==> config.mk <==
export PLATFORM = sky130hd
export DESIGN_NAME = byte_unstriping_n
export DESIGN_NICKNAME = d
export VERILOG_FILES = /design/src/rtl/byte_unstriping_n.sv
export SDC_FILE = /design/constraint.sdc
export NUM_CORES = 1
export LEC_CHECK = 0
export CAP_MARGIN = 20
export CORE_MARGIN = 5
export CORE_UTILIZATION = 55
export DETAILED_ROUTE_END_ITERATION = 8
export PLACE_DENSITY = 0.73
export SETUP_SLACK_MARGIN = 0.05
export SLEW_MARGIN = 30
export SYNTH_ARGS = -nofsm -noshare
export SYNTH_HDL_FRONTEND = slang
export SYNTH_SLANG_ARGS = --single-unit
export TNS_END_PERCENT = 20
==> constraint.sdc <==
create_clock -name clk_f -period 7.6 [get_ports clk_f]
set_clock_uncertainty 0.15 [all_clocks]
set_input_delay 1.9 -clock clk_f [delete_from_list [all_inputs] [get_ports clk_f]]
set_output_delay 1.9 -clock clk_f [all_outputs]
set_load 0.01 [all_outputs]
==> src/rtl/byte_unstriping_n.sv <==
// byte_unstriping_n: LANES per-lane FIFOs (lane_data/lane_valid in) drained round-robin to data_out/valid_out; lane_ptr, sticky overflow, sync realign
module byte_unstriping_n #(
  parameter int DATA_WIDTH = 8,
  parameter int LANES = 4,
  parameter int DEPTH = 4
) (
  input  logic                          clk_f,
  input  logic                          reset,
  input  logic [LANES*DATA_WIDTH-1:0]   lane_data,
  input  logic [LANES-1:0]              lane_valid,
  input  logic                          sync,
  input  logic [$clog2(LANES+1)-1:0]    active_lanes,
  output logic [DATA_WIDTH-1:0]         data_out,
  output logic                          valid_out,
  output logic [$clog2(LANES)-1:0]      lane_ptr,
  output logic [LANES-1:0]              overflow
);
  localparam int AW = $clog2(LANES + 1);
  localparam int DW = $clog2(DEPTH);
  localparam int CW = $clog2(DEPTH + 1);
  logic [AW-1:0] act;
  logic [LANES-1:0] nonempty, ovf_set;
  logic [DATA_WIDTH-1:0] head [LANES];
  logic pop_go, last;
  assign pop_go = nonempty[lane_ptr];
  assign last = AW'(lane_ptr) == act - AW'(1);
  for (genvar g = 0; g < LANES; g++) begin : g_lane
    logic [DATA_WIDTH-1:0] mem [DEPTH];
    logic [DW-1:0] wp, rp;
    logic [CW-1:0] cnt;
    logic push, pop, full, acc;
    assign push = lane_valid[g] && AW'(g) < act;
    assign pop = pop_go && lane_ptr == ($clog2(LANES))'(g);
    assign full = cnt == CW'(DEPTH);
    assign acc = push && (!full || pop);
    assign nonempty[g] = cnt != '0;
    assign head[g] = mem[rp];
    assign ovf_set[g] = push && full && !pop;
    always_ff @(posedge clk_f)
      if (!reset && !sync && acc) mem[wp] <= lane_data[g*DATA_WIDTH +: DATA_WIDTH];
    always_ff @(posedge clk_f) begin
      if (reset || sync) begin
        wp <= '0;
        rp <= '0;
        cnt <= '0;
      end else begin
        wp <= acc ? wp + DW'(1) : wp;
        rp <= pop ? rp + DW'(1) : rp;
        cnt <= cnt + CW'(acc) - CW'(pop);
      end
    end
  end
  always_ff @(posedge clk_f) begin
    if (reset) begin
      act <= AW'(LANES);
      lane_ptr <= '0;
      data_out <= '0;
      valid_out <= 1'b0;
      overflow <= '0;
    end else if (sync) begin
      act <= (active_lanes == '0 || active_lanes > AW'(LANES)) ? AW'(LANES) : active_lanes;
      lane_ptr <= '0;
      valid_out <= 1'b0;
    end else begin
      overflow <= overflow | ovf_set;
      valid_out <= pop_go;
      data_out <= pop_go ? head[lane_ptr] : data_out;
      lane_ptr <= pop_go ? (last ? '0 : lane_ptr + 1'b1) : lane_ptr;
    end
  end
endmodule
==> impl_metrics.yaml <==
run_status:
  run_status: "complete, no violations"
sta:
  hold_slack_ps: 302.7
  finalHoldViolCount: 0
  finalCriticalPeriod_ps: 4846
  min_period_over_period: 0.6376
  slew_violations: 0
  finalSetupTns_ps: 0
  maxSlewHeadroom: 0.4038
  fmax_ghz: 0.2064
  layout_setup_ws_ps: 2754
  tightestPinTransition_ps: 891.0
  finalSetupViolations: 0
  rsz0062_at_grt: "no"
synthesis:
  synthCells: 510
  synth_area_sq_mm: 0.007702
  seq_area_frac_synth: 0.6394
  synth-seq-cells: 182
  synthFlopType: "edfxtp_1"
  syn_avg_cell_area_sq_um: 15.10
  synthArstFlopShare: 0
  yosys_warnings: 0
  syn_nets: 587
  synth-edff-count: 128
  synth_top_area_cell: "edfxtp_1"
  yosysUniqueCellTypes: 48
  synth_top_area_share: 0.4990
  yosys-top-cells-area: "edfxtp_1 (50%), dfxtp_1 (14%), mux4_2 (9.4%), ha_1 (5.0%), and2_1 (1.9%)"
min_path:
  hold_depth: 2
  hold_class: "reg2reg"
finish:
  syn2layout_area_growth_pct: 17.93
  insertedDiodeCount: 0
  nets: 644
  final_common_cell: "edfxtp_1"
  drive_gt1_frac: 0.1431
  seq_area_sq_mm: 0.004925
  multiInputGateArea_sq_mm: 0.002549
  layout_common_cells: "edfxtp_1 (128), clkdlybuf4s50_1 (56), dfxtp_1 (54), inv_1 (32), mux4_2 (32)"
  n_fill_cell: 925
floorplan:
  die_height_um: 128.3
  fp.dieArea_sq_mm: 0.01647
  fp.coreArea_sq_mm: 0.01383
  start_util: 0.5571
  die_w_um: 128.3
  row_count: 43
  io_pins: 57
cts:
  clk_pin_slew_ps: 60
  htree_num_levels: 4
  clock-sinks: 182
  clk_path_buf_depth: 2
  cts_setup_buffers: 0
  clk_latency_ps: 430
  cts_hold_buf: 0
  cts_tree: "done"
  cts_made_buffers: 17
  clock-root-buffer: "clkbuf_16"
  cts_resized: 0
global_routing:
  track_usage: 0.2002
  grt_pass1_vias: 4379
  antenna_found_initial: 0
  grt-ovfl-total: 0
  grt_max_degree: 24
  grt_pass1_wl_um: 24360
drt:
  drtPass1Iterations: 5
  vias_per_cell: 5.670
  drt_iter0_markers: 377
  routed_wl_um: 15330
  vias: 4309
  drc: 0
  drt.antenna.violating_nets: 0
  wl_per_cell_um: 20.17
power_and_ir_drop:
  p_seq_frac: 0.446
  p_int_mw: 1.953
  switching_share: 0.2533
  p_per_area_mw_per_mm2: 288.0
  p_leak_nw: 3.096
  vdd_drop_max_uv: 195.8
  power_switching_mw: 0.6626
  pwr-share-clk: 0.379
  p_comb_frac: 0.174
flow_run:
  cap_violations: 0
placement:
  pre_cts_ws_ps: 2437
  hpwl_um: 11030
  portBuffers: 56
  place_congestion: 0.8527
critical_path:
  critical_path_class: "in2reg"
  rr_worst_depth: 14
  worst_setup_path_end_kind: "register"
  required_ps: 7520
  cp.arrival_ps: 4770
  path_max_fanout: 18
  startpoint_type: "primary input"
## synthesized netlist by cell type (10+ instances only)
| library cell | count |
|---|---|
| mux4_2 | 32 |
| dfxtp_1 | 54 |
| a21oi_1 | 12 |
| ha_1 | 31 |
| a22oi_1 | 16 |
| nand2_1 | 21 |
| inv_1 | 32 |
| clkbuf_1 | 11 |
| nor2_1 | 28 |
| a31oi_1 | 10 |
| and2_1 | 23 |
| xor2_1 | 11 |
| edfxtp_1 | 128 |
## worst max-delay path, stage by stage
cell and delay, ps:
clkdlybuf4s50_1 830, nor2_1 890, buf_4 340, nand2b_1 100
a21oi_1 250, and2_1 440
## flip-flops by register name (all words and copies together), names as in the netlist, named ones only
signal,flops
lane_ptr,2
g_lane.rp,8
act,3
data_out,8
overflow,4
valid_out,1
g_lane.cnt,12
g_lane.mem,128
g_lane.wp,8
## routing by layer
metal | vias up | routed length (um) | part of all wire | track usage
li1 | 2035 | - | - | -
met1 | 2144 | 6806 | 0.44 | 0.2705
met2 | 113 | 7552 | 0.49 | 0.3193
met3 | 17 | 785 | 0.051 | 0.05479
met4 | 0 | 185 | 0.012 | 0.06429
met5 | - | 0 | 0 | 0
## worst paths after layout
| kind | start | slack (ps) | endpoint |
|---|---|---|---|
| worst max-delay path | reset | 2750 | g_lane[1].mem[0][4] |
| worst min-delay path | data_out[0] | 300 | data_out[0] |
| worst max register to register | lane_ptr[0] | 4190 | g_lane[0].cnt[2] |
| worst min register to register | data_out[0] | 300 | data_out[0] |
## power groups by stage
stage	clock [mW]	sequential (mW)	combinational (mW)
after floorplan	0	1.17	0.327
after global placement	0	1.19	0.447
after detailed placement	0	1.19	0.454
after CTS	1.00	1.17	0.457
after global routing	1.05	1.18	0.502
final	0.992	1.17	0.456
## through the flow
stage | instances | util | instance area (sq um) | power (mW)
6_report | 760 | 0.6570 | 9084 | 2.616
5_1_grt | 760 | 0.6570 | 9084 | 2.729
4_1_cts | 760 | 0.6570 | 9084 | 2.629
3_5_place_dp | 728 | 0.6079 | 8406 | 1.643
3_3_place_gp | 728 | 0.6079 | 8406 | 1.633
2_1_floorplan | 510 | - | 7702 | 1.497
## area by class of cell
cell class,count,area share
sequential,182,0.5421
multi-input combinational,274,0.2806
timing repair buffer,59,0.06419
clock buffer,19,0.04986
clock inverter,13,0.02479
tap,180,0.02479
inverter,33,0.01364
## logic make-up (layout without fill, tap and decap cells)
kind of cell	count (synthesis)	after routing	synth area share
flops	182	182	0.6394
simple gates	111	111	0.08106
compound gates	75	75	0.07083
buf+inv	54	124	0.03038
fa+ha+maj	35	35	0.06075
mux	33	33	0.09487
xor+xnor	20	20	0.02274
No activity file was read; power rests on OpenSTA's default activity.
